### src/rtl/flappy_pkg.sv
// Shared constants, types and helpers for the flappy-bird datapath.
// Geometry, pipe constants, LFSR parameters and the pipe FSM state enum.
package flappy_pkg;

    localparam int SCREEN_W      = 640;
    localparam int Y_MIN         = 0;
    localparam int ACTIVE_HEIGHT = 480;
    localparam int GROUND_H      = 0;

    localparam int BIRD_X   = 100;
    localparam int SPRITE_W = 24;
    localparam int SPRITE_H = 24;

    localparam int PIPE_W       = 52;
    localparam int GAP_H        = 120;
    localparam int GAP_MARGIN   = 40;
    localparam int PIPE_SPACING = 220;
    localparam int NUM_PIPES    = 3;
    localparam int SCROLL_SPEED = 2;

    // Span of legal gap offsets below the top margin; must be at least 128.
    localparam int GAP_RANGE = ACTIVE_HEIGHT - GROUND_H - GAP_H - 2 * GAP_MARGIN;
    localparam logic [9:0] GAP_CENTER = 10'(Y_MIN + GAP_MARGIN + GAP_RANGE / 2);

    localparam logic [7:0] LFSR_SEED = 8'hA5;
    // x^8+x^6+x^5+x^4+1 as a left-shifting Fibonacci register: taps on bits 7,5,4,3.
    localparam logic [7:0] LFSR_TAPS = 8'hB8;

    typedef logic signed [11:0] coord_t;

    typedef enum logic [1:0] {
        PS_IDLE   = 2'd0,
        PS_RUN    = 2'd1,
        PS_FROZEN = 2'd2
    } pipe_state_e;

    function automatic coord_t to_coord(input logic [9:0] v);
        return coord_t'({2'b00, v});
    endfunction

    function automatic logic [9:0] gap_from_lfsr(input logic [7:0] r);
        logic [9:0] off;
        off = {2'b00, r};
        if (off >= 10'(GAP_RANGE)) begin
            off = off - 10'(GAP_RANGE);
        end
        return 10'(Y_MIN + GAP_MARGIN) + off;
    endfunction

endpackage

### src/rtl/lfsr8.sv
// 8-bit Fibonacci LFSR that advances only when en is high; reset reloads the seed.
module lfsr8
    import flappy_pkg::*;
(
    input  logic       clk,
    input  logic       reset,
    input  logic       en,
    output logic [7:0] q
);

    logic [7:0] q_q;
    logic [7:0] q_d;

    always_comb begin
        q_d = q_q;
        if (en) begin
            q_d = {q_q[6:0], ^(q_q & LFSR_TAPS)};
        end
    end

    always_ff @(posedge clk) begin
        if (reset) begin
            q_q <= LFSR_SEED;
        end else begin
            q_q <= q_d;
        end
    end

    assign q = q_q;

endmodule

### src/rtl/pipe_field.sv
// Scrolling pipe generator with bird/pipe hit detection, scoring and a per-pixel
// pipe query for the renderer. Pipes advance once per wrap of the free-running tick.
module pipe_field
    import flappy_pkg::*;
#(
    parameter int TICK_BITS = 20
) (
    input  logic               clk,
    input  logic               reset,
    input  logic               alive,
    input  logic [9:0]         bird_y,
    input  logic [9:0]         pix_x,
    input  logic [9:0]         pix_y,
    output logic               collision,
    output logic [7:0]         score,
    output logic               pipe_px,
    output pipe_state_e        dbg_state_o,
    output logic signed [11:0] dbg_x0_o,
    output logic [9:0]         dbg_gap0_o
);

    localparam coord_t C_PIPE_W   = coord_t'(PIPE_W);
    localparam coord_t C_SCROLL   = coord_t'(SCROLL_SPEED);
    localparam coord_t C_WRAP     = coord_t'(NUM_PIPES * PIPE_SPACING);
    localparam coord_t C_BIRD_X   = coord_t'(BIRD_X);
    localparam coord_t C_BIRD_END = coord_t'(BIRD_X + SPRITE_W);
    localparam coord_t C_SPRITE_H = coord_t'(SPRITE_H);
    localparam coord_t C_GAP_H    = coord_t'(GAP_H);
    localparam coord_t C_Y_MIN    = coord_t'(Y_MIN);
    localparam coord_t C_Y_END    = coord_t'(Y_MIN + ACTIVE_HEIGHT - GROUND_H);
    localparam logic [TICK_BITS-1:0] TICK_ONE = TICK_BITS'(1);

    // Not cleared by reset so the step stays phase-aligned with the physics stage.
    logic [TICK_BITS-1:0] tick_q = '0;
    logic                 step;

    pipe_state_e state_q, state_d;

    logic [7:0] lfsr_q;
    logic [9:0] spawn_gap;

    coord_t by_s, px_s, py_s;

    logic [NUM_PIPES-1:0] hit;
    logic [NUM_PIPES-1:0] pix_on;
    logic [NUM_PIPES-1:0] pass;

    logic       collision_q, collision_d;
    logic [7:0] score_q, score_d;
    logic       pipe_px_q, pipe_px_d;

    always_ff @(posedge clk) begin
        tick_q <= tick_q + TICK_ONE;
    end

    assign step = (tick_q == '0);

    lfsr8 u_lfsr (
        .clk   (clk),
        .reset (reset),
        .en    (step),
        .q     (lfsr_q)
    );

    assign spawn_gap = gap_from_lfsr(lfsr_q);

    assign by_s = to_coord(bird_y);
    assign px_s = to_coord(pix_x);
    assign py_s = to_coord(pix_y);

    always_comb begin
        state_d = state_q;
        case (state_q)
            PS_IDLE:   if (alive)  state_d = PS_RUN;
            PS_RUN:    if (!alive) state_d = PS_FROZEN;
            PS_FROZEN: state_d = PS_FROZEN;
            default:   state_d = PS_IDLE;
        endcase
    end

    for (genvar i = 0; i < NUM_PIPES; i++) begin : g_slot
        localparam coord_t X_INIT = coord_t'(SCREEN_W + i * PIPE_SPACING);

        coord_t     x_q, x_d, nx, gap_s;
        logic [9:0] gap_q, gap_d;

        always_comb begin
            nx    = x_q - C_SCROLL;
            gap_s = to_coord(gap_q);
            x_d   = x_q;
            gap_d = gap_q;
            if (state_q == PS_IDLE) begin
                x_d   = X_INIT;
                gap_d = GAP_CENTER;
            end else if (state_q == PS_RUN && step) begin
                if (nx <= -C_PIPE_W) begin
                    x_d   = nx + C_WRAP;
                    gap_d = spawn_gap;
                end else begin
                    x_d = nx;
                end
            end
        end

        always_ff @(posedge clk) begin
            if (reset) begin
                x_q   <= X_INIT;
                gap_q <= GAP_CENTER;
            end else begin
                x_q   <= x_d;
                gap_q <= gap_d;
            end
        end

        assign hit[i] = (x_q < C_BIRD_END) && (x_q + C_PIPE_W > C_BIRD_X) &&
                        ((by_s < gap_s) || (by_s + C_SPRITE_H > gap_s + C_GAP_H));

        assign pix_on[i] = (x_q <= px_s) && (px_s < x_q + C_PIPE_W) &&
                           (py_s >= C_Y_MIN) && (py_s < C_Y_END) &&
                           ((py_s < gap_s) || (py_s >= gap_s + C_GAP_H));

        // Trailing edge crosses the bird column on this step.
        assign pass[i] = (state_q == PS_RUN) && step &&
                         (x_q + C_PIPE_W > C_BIRD_X) && (nx + C_PIPE_W <= C_BIRD_X);
    end

    always_comb begin
        score_d = score_q;
        if ((|pass) && (score_q != 8'hFF)) begin
            score_d = score_q + 8'd1;
        end
    end

    // Gating on alive makes collision drop on the first edge after alive falls.
    assign collision_d = (state_q == PS_RUN && alive) ? (|hit) : 1'b0;
    assign pipe_px_d   = |pix_on;

    always_ff @(posedge clk) begin
        if (reset) begin
            state_q     <= PS_IDLE;
            collision_q <= 1'b0;
            score_q     <= 8'd0;
            pipe_px_q   <= 1'b0;
        end else begin
            state_q     <= state_d;
            collision_q <= collision_d;
            score_q     <= score_d;
            pipe_px_q   <= pipe_px_d;
        end
    end

    assign collision   = collision_q;
    assign score       = score_q;
    assign pipe_px     = pipe_px_q;
    assign dbg_state_o = state_q;
    assign dbg_x0_o    = g_slot[0].x_q;
    assign dbg_gap0_o  = g_slot[0].gap_q;

endmodule

### config.mk
export PLATFORM = sky130hd
export DESIGN_NAME = pipe_field
export DESIGN_NICKNAME = d
export VERILOG_FILES = /design/src/rtl/flappy_pkg.sv /design/src/rtl/lfsr8.sv /design/src/rtl/pipe_field.sv
export SDC_FILE = /design/constraint.sdc
export NUM_CORES = 1
export LEC_CHECK = 0
export ABC_AREA = 1
export BUFFER_PORTS_ARGS = -buffer_cell sky130_fd_sc_hd__buf_2
export CORE_UTILIZATION = 50
export DETAILED_ROUTE_END_ITERATION = 8
export PLACE_DENSITY_LB_ADDON = 0.1
export SYNTH_ARGS = -nofsm -noshare
export SYNTH_HDL_FRONTEND = slang
export SYNTH_SLANG_ARGS = --single-unit
### constraint.sdc
create_clock -name clk -period 5.5 [get_ports clk]
set_input_delay 0.275 -clock clk [delete_from_list [all_inputs] [get_ports clk]]
set_output_delay 0.275 -clock clk [all_outputs]
set_load 0.02 [all_outputs]
# Word level (Yosys, flattened, before mapping)
# Cells that the tools add are included.
[classes]
addsub = 19
n_lt_le_gt_ge = 32
n_eq_ne = 5
mux = 6
bitwise = 1
n_reduce_logical = 45
[op_table]
columns = ["op", "n"]
rows = [
  ["$add 12x7->12 const B", 6],
  ["$lt 10x10->1", 6],
  ["$add 12x11->12 const B", 3],
  ["$gt 12x12->1", 3],
  ["$gt 12x8->1 const B", 3],
  ["$le 12x11->1", 3],
  ["$le 12x7->1 const B", 3],
  ["$le 12x8->1 const B", 3],
  ["$lt 11x12->1", 3],
  ["$lt 12x8->1 const B", 3],
  ["$mux 12", 3],
  ["$sub 12x3->12 const B", 3],
  ["$add 10x7->11 const B", 3],
  ["$ge 10x11->1", 3],
  ["$logic_and 1x1->1", 27],
  ["$add 20x1->20 const B", 1],
  ["$logic_not 20->1", 1],
  ["$add 10x5->11 const B", 1],
  ["$ge 10x1->1 const B", 1],
  ["$lt 10x9->1 const B", 1],
  ["$add 6x8->9 const A", 1],
  ["$reduce_or 3->1", 3],
  ["$add 8x1->8 const B", 1],
  ["$ne 8x8->1 const B", 1],
  ["11 further kinds", 22],
]
[totals]
reg_bits = 106
input_bits = 33
output_inout_bits = 34
wordCells = 120

# Longest topological paths before layout
[logic_depth]
depth_word = 7
ltp_mapped = 23
depth_no_buf = 23

# Modules after synthesis
# Synthesis repeated with hierarchy kept, for this count alone.
[hier_totals]
cells_unflattened = 1640
area_unflattened_um2 = 10856.7
[by_module_without_submodules]
columns = ["mod", "n_inst", "cells_each", "area_each_um2", "seq_area_each_um2"]
rows = [
  ["pipe_field", 1, 1592, 10518.8, 1841.8],
  ["lfsr8", 1, 48, 337.8, 160.2],
]

# Worst setup path after synthesis
# OpenSTA, ideal clock, no wires.
[synth_path]
path_kind = "register -> register"
start = "register g_slot[0].x_q[2] (netlist: dbg_x0_o[2])"
end = "register score_q[2] (netlist: score[2])"
setup_ns = 0.120
arrival_time_ns = 2.432
required_ns = 5.380
path_slack_ns = 2.948
stages_incl_launch_ff = 24
n_path_buf = 0
synth_period_minus_slack_ns = 2.552
cell_sequence = "dfxtp_1 -> inv_1 -> ha_1 -> inv_1 -> nand2_1 -> nand2_1 -> inv_1 -> ha_1 -> inv_1 -> nand3_1 -> nand3_1 -> nand2_1 -> inv_1 -> a21oi_1 -> nand2_1 -> nand3_1 -> nor2_1 -> nand3_2 -> nand2_1 -> nand2_2 -> nand3_4 -> nand2_4 -> nand2_1 -> a21oi_2"
[synth_between]
elab_chain_len = 6
elab_cells_between_ends = 9
cone_classes = "3 x add/sub; 2 x order compare; 4 x reduce/logical"
[synth_rtl]
columns = ["element", "line", "source"]
rows = [
  ["start: declaration", "pipe_field.sv:84", "coord_t x_q, x_d, nx, gap_s;"],
  ["start signal: assignment", "pipe_field.sv:107", "x_q <= X_INIT;"],
  ["start signal: assignment", "pipe_field.sv:110", "x_q <= x_d;"],
  ["$sub 12x3->12 / $add 12x7->12 (equally long branches)", "pipe_field.sv:88, pipe_field.sv:124", ""],
  ["$add 12x7->12 / $gt 12x8->1 (equally long branches)", "pipe_field.sv:124", "(x_q + C_PIPE_W > C_BIRD_X) && (nx + C_PIPE_W <= C_BIRD_X);"],
  ["$le 12x8->1 / $logic_and 1x1->1 (equally long branches)", "pipe_field.sv:124, pipe_field.sv:123", ""],
  ["$logic_and 1x1->1 *", "pipe_field.sv:124", ""],
  ["$reduce_or 3->1 *", "pipe_field.sv:129", "if ((|pass) && (score_q != 8'hFF)) begin"],
  ["$logic_and 1x1->1 *", "pipe_field.sv:129", ""],
  ["end signal: assignment", "pipe_field.sv:147", "score_q <= score_d;"],
  ["end: declaration", "pipe_field.sv:49", "logic [7:0] score_q, score_d;"],
]
# Every way passes the cells marked *; elsewhere a longest branch is shown, timed or not.
# A chain may end at the register's enable or synchronous reset.

# Worst setup path in the final report
[layout_path]
start = "register g_slot[0].x_q[3] (netlist: dbg_x0_o[3])"
end = "register g_slot[0].gap_q[1] (netlist: dbg_gap0_o[1])"
[layout_between]
elab_chain_len = 3
[layout_rtl]
columns = ["element", "line", "source"]
rows = [
  ["$sub 12x3->12", "pipe_field.sv:88", "nx = x_q - C_SCROLL;"],
  ["$le 12x7->1", "pipe_field.sv:96", "if (nx <= -C_PIPE_W) begin"],
  ["$reduce_and 2->1 (no source line)", "n/a", ""],
  ["end signal: assignment", "pipe_field.sv:111", "gap_q <= gap_d;"],
  ["end: declaration", "pipe_field.sv:85", "logic [9:0] gap_q, gap_d;"],
]
# No other way between the ends.

==> results <==
- The startpoint identified for the worst register-to-register timing path is dbg_x0_o[3].
- For this run, the top clock speed supported by timing is 294 MHz.
- The internal power of the cells is 1670 uW.
- The die covers 21900 sq um.
- The first global-routing pass estimated 48800 um of wire.
- The final critical path time including I/O delays and setup is between 3 and 4 ns.
- Of the total power, the clock network draws 0.200.
- For the worst-skew pair, the clock arrives at the later sink with an insertion delay of 0.36 ns.
- In this run the horizontal extent of the chip is 148 um.
- The max-slew violation count is 0.
- After global routing the overflow that remains totals 0.
- Final hold analysis gives a worst-case slack of 0.272 ns.
- The cell count after synthesis came out at ~1500.
- The predominant post-synthesis flop cell is sky130_fd_sc_hd__dfxtp_1.
- The flow ran to the end, and the final reports show no timing, DRC or antenna violations.
- Wires add up to 30000 um.
- The number of cells on the worst reg-to-reg path is 14.
- Buffers inserted to repair hold after CTS numbered 0.
- The number of levels the H-tree was split into is 3.
- The peak fanout along the critical path is 12.
- The setup skew after layout is 0.00886 ns.
- The placement row count is 53.
- Summed over all nets, the switching power comes to 1630 uW.
- Dividing total power by cell area gives a power density of around 290 nW/um^2.
- The register-to-register setup slack is 2.10 ns.
- The top-level port count is 67.
- Once the clock tree was built, the setup fixing pass inserted 0 buffers.
- The total via count after detailed routing is 10300.
- The endpoint class of the critical path is a flip-flop.
- Once detail routing completed, the nets flagged for antenna violations numbered 0.
- At the end of routability-driven placement, the weighted congestion stood at 0.926.
- The area growth from synthesis to layout is 8.09%.
- The type of origin of the critical path is a flip-flop.
- For the pin with the worst max-slew slack, the measured transition is 1.09 ns.
- The via count of the first global-routing pass is 9565.
- The register clock-pin slew on the reported worst setup and hold paths is 0.08 ns.
- The period utilization is 0.618.
- In this run the clock root is driven by a sky130_fd_sc_hd__clkbuf_16.
- The share of total power in combinational logic is 0.527.
- After synthesis the cells add up to 10600 sq um.
- For this design, the sink count on the clock tree is 100.
- In the final layout, the share of cells above drive strength 1 is 0.0981.
- Summed over all cells, the static leakage comes to 0.00572 uW.
- The first-iteration detailed-routing DRC count is 658.
- Setup repair after global routing left no endpoint under its margin.
- The number of vias per cell is roughly 5.5.
- The number of endpoints with negative hold slack in the final report is 0.
- The share of total power dissipated in sequential elements is 0.273.
- The startpoint of the worst setup timing path is dbg_x0_o[3].
- The endpoint of the most critical setup path is dbg_gap0_o[1].
- The library cell used most frequently in the layout, excluding fill and tap cells, is sky130_fd_sc_hd__nand2_1.
- Max-cap violations in this run came to 0.
- The endpoint arrival time on the critical path is 3.65 ns.
- The capturing point of the worst reg2reg path is dbg_gap0_o[1].
- The starting density of the core is 0.508.
- The number of antenna diodes in the final layout is 0.
- The setup-violating endpoint count in the final report is 0.
- The worst setup path is of the reg -> reg kind.
- The net count reported at finish is ~1800.
- The post-cts resize count is 0.
- The worst relative slew slack is 0.270.
- The wire length per cell after detailed routing is approximately 16 um.
- The share of synthesized registers carrying an async set or reset is 0.
- The library cells used most frequently in the layout, excluding fill and tap cells, are sky130_fd_sc_hd__nand2_1, sky130_fd_sc_hd__inv_1, sky130_fd_sc_hd__ha_1.
- The global router's overall resource usage is 0.279.
- The DRC violation count after routing is 0.
- Yosys mapped the design onto 51 distinct sky130hd cell types.
- The count of warnings emitted by yosys is 0.
- Buffers inserted during clock tree synthesis total 9.
- The average instance in the mapped netlist occupies 6.91 sq um.
- The initial antenna violation count is 0.
- The number of enable-type register cells in the synthesized netlist is 0.
- The wire-length estimate of the detail-placed layout is 24000 um.
- The share of the Yosys chip area taken by registers is 0.188.
- The die is approximately 150 um tall.
- VDD sags by at most 169 uV.
- The post-synthesis register bit count is 100.
- The core box area is 21000 sq um.
- Counting along the longest clock path gives a buffer depth of 2.
- The TritonCTS clock tree is built.
- The number of buffers inserted by port buffering is 64.
- The path class of the lowest-slack min-delay path is in -> reg.
- Entering global routing, the biggest net connects 39 pins.
- After routing, the total negative slack on setup checks comes to 0 ns.
- The critical path data required time is 5.75 ns.
- Of the total power, the share spent switching nets is 0.494.
- The length of the first detailed-routing pass in iterations is 5.
-- synthesized netlist by cell type, types with 3 or more instances --
| cell | n | area [sq um] |
|---|---|---|
| sky130_fd_sc_hd__nor2_4 | 8 | 90.1 |
| sky130_fd_sc_hd__o21ai_0 | 88 | 440 |
| sky130_fd_sc_hd__inv_2 | 11 | 41.3 |
| sky130_fd_sc_hd__a21oi_2 | 4 | 35.0 |
| sky130_fd_sc_hd__nor3_1 | 23 | 115 |
| sky130_fd_sc_hd__nand2_1 | 286 | 1070 |
| sky130_fd_sc_hd__dfxtp_1 | 100 | 2000 |
| sky130_fd_sc_hd__or2_2 | 5 | 31.3 |
| sky130_fd_sc_hd__nand2_2 | 10 | 62.6 |
| sky130_fd_sc_hd__xnor2_1 | 10 | 87.6 |
| sky130_fd_sc_hd__buf_2 | 5 | 25.0 |
| sky130_fd_sc_hd__nor3b_1 | 4 | 30.0 |
| sky130_fd_sc_hd__nand3b_1 | 8 | 60.1 |
| sky130_fd_sc_hd__a21oi_1 | 129 | 646 |
| sky130_fd_sc_hd__o21bai_1 | 3 | 22.5 |
| sky130_fd_sc_hd__o21ai_2 | 3 | 26.3 |
| sky130_fd_sc_hd__nor4_1 | 10 | 62.6 |
| sky130_fd_sc_hd__nand4_1 | 36 | 225 |
| sky130_fd_sc_hd__a21boi_0 | 3 | 22.5 |
| sky130_fd_sc_hd__and2_1 | 3 | 18.8 |
| sky130_fd_sc_hd__buf_6 | 3 | 33.8 |
| sky130_fd_sc_hd__o21ai_1 | 12 | 60.1 |
| sky130_fd_sc_hd__inv_1 | 204 | 766 |
| sky130_fd_sc_hd__clkbuf_1 | 11 | 41.3 |
| sky130_fd_sc_hd__a211oi_1 | 6 | 45.0 |
| sky130_fd_sc_hd__xor2_2 | 5 | 81.3 |
| sky130_fd_sc_hd__o221ai_1 | 4 | 35.0 |
| sky130_fd_sc_hd__xor2_1 | 76 | 666 |
| sky130_fd_sc_hd__o211ai_1 | 19 | 143 |
| sky130_fd_sc_hd__o31ai_1 | 3 | 22.5 |
| sky130_fd_sc_hd__a31oi_1 | 7 | 43.8 |
| sky130_fd_sc_hd__nor2_2 | 11 | 68.8 |
| sky130_fd_sc_hd__o21a_1 | 4 | 30.0 |
| sky130_fd_sc_hd__ha_1 | 178 | 2230 |
| sky130_fd_sc_hd__nand3_2 | 7 | 70.1 |
| sky130_fd_sc_hd__buf_4 | 5 | 37.5 |
| sky130_fd_sc_hd__nor2_1 | 99 | 372 |
| sky130_fd_sc_hd__nand3_1 | 119 | 596 |
-- registers in the layout, summed over array words and instances, names as in the netlist --
signal,count
dbg_gap0_o,9
score,8
tick_q,20
u_lfsr.q,8
pipe_px,1
collision,1
g_slot.gap_q,18
g_slot.x_q,22
dbg_state_o,2
dbg_x0_o,11
-- worst min path at each step --
stage	depth (start not counted)	endpoint	startpoint
after floorplan	2	u_lfsr.q[0]	reset
after detailed placement	1	tick_q[0]	tick_q[0]
after global placement	1	tick_q[0]	tick_q[0]
after global routing	2	score[1]	reset
after CTS	5	collision	alive
final	5	collision	alive
-- through the flow --
stage	cells	instance area [sq um]	setup WS [ns]	util	power, uW
CTS	1876	11500	2.10	0.549	3290
global placement	1860	11200	2.24	0.534	2610
global route	1876	11500	1.65	0.549	3590
finish	1876	11500	2.10	0.549	3300
floorplan	1542	10600	2.95	-	2170
detailed placement	1860	11200	2.12	0.534	2630
-- worst max-delay path, stage by stage, from the launching register on --
cell and delay [ns]:
sky130_fd_sc_hd__dfxtp_1 0.49, sky130_fd_sc_hd__inv_1 0.14, sky130_fd_sc_hd__ha_1 0.22, sky130_fd_sc_hd__nand2_1 0.16, sky130_fd_sc_hd__nand3_2 0.13, sky130_fd_sc_hd__nor2_4 0.16, sky130_fd_sc_hd__nand3_2 0.10, sky130_fd_sc_hd__xor2_1 0.34
sky130_fd_sc_hd__nor2_2 0.11, sky130_fd_sc_hd__nand3_2 0.09, sky130_fd_sc_hd__nand2_1 0.24, sky130_fd_sc_hd__nor2_1 0.67, sky130_fd_sc_hd__inv_1 0.17, sky130_fd_sc_hd__o21ai_0 0.19, sky130_fd_sc_hd__a21oi_1 0.06
-- layer usage --
metal  share of wire  vias to the layer above  track usage  wire length [um]
met2            0.45                      201        0.459             13500
met3           0.037                       38       0.0278              1110
met4           0.016                        0       0.0732               472
met1            0.50                     4754        0.389             14900
li1                -                     5319            -                 -
met5               0                        -            0                 0
-- cell type report --
cell class	count	area (sq um)
repair buffers	67	343
fillers	2137	9450
clock inverters	7	80.1
flip-flops and latches	100	2000
well taps	275	344
clock buffers	9	225
inverters	215	807
multi-input cells	1203	7700
-- cells by family after synthesis --
logic type,synth area share
other cells,0.000352
fa+ha+maj,0.209
simple gates,0.277
compound gates,0.158
xor+xnor,0.0784
buf+inv,0.0888
flops,0.188
-- power groups by stage --
stage | clock network, uW | registers (uW) | logic (uW)
5_1_grt | 693 | 910 | 1990
3_3_place_gp | 0 | 913 | 1700
4_1_cts | 666 | 896 | 1720
6_report | 661 | 900 | 1740
3_5_place_dp | 0 | 913 | 1710
2_1_floorplan | 0 | 897 | 1280
Power figures use the tool's default switching activity.
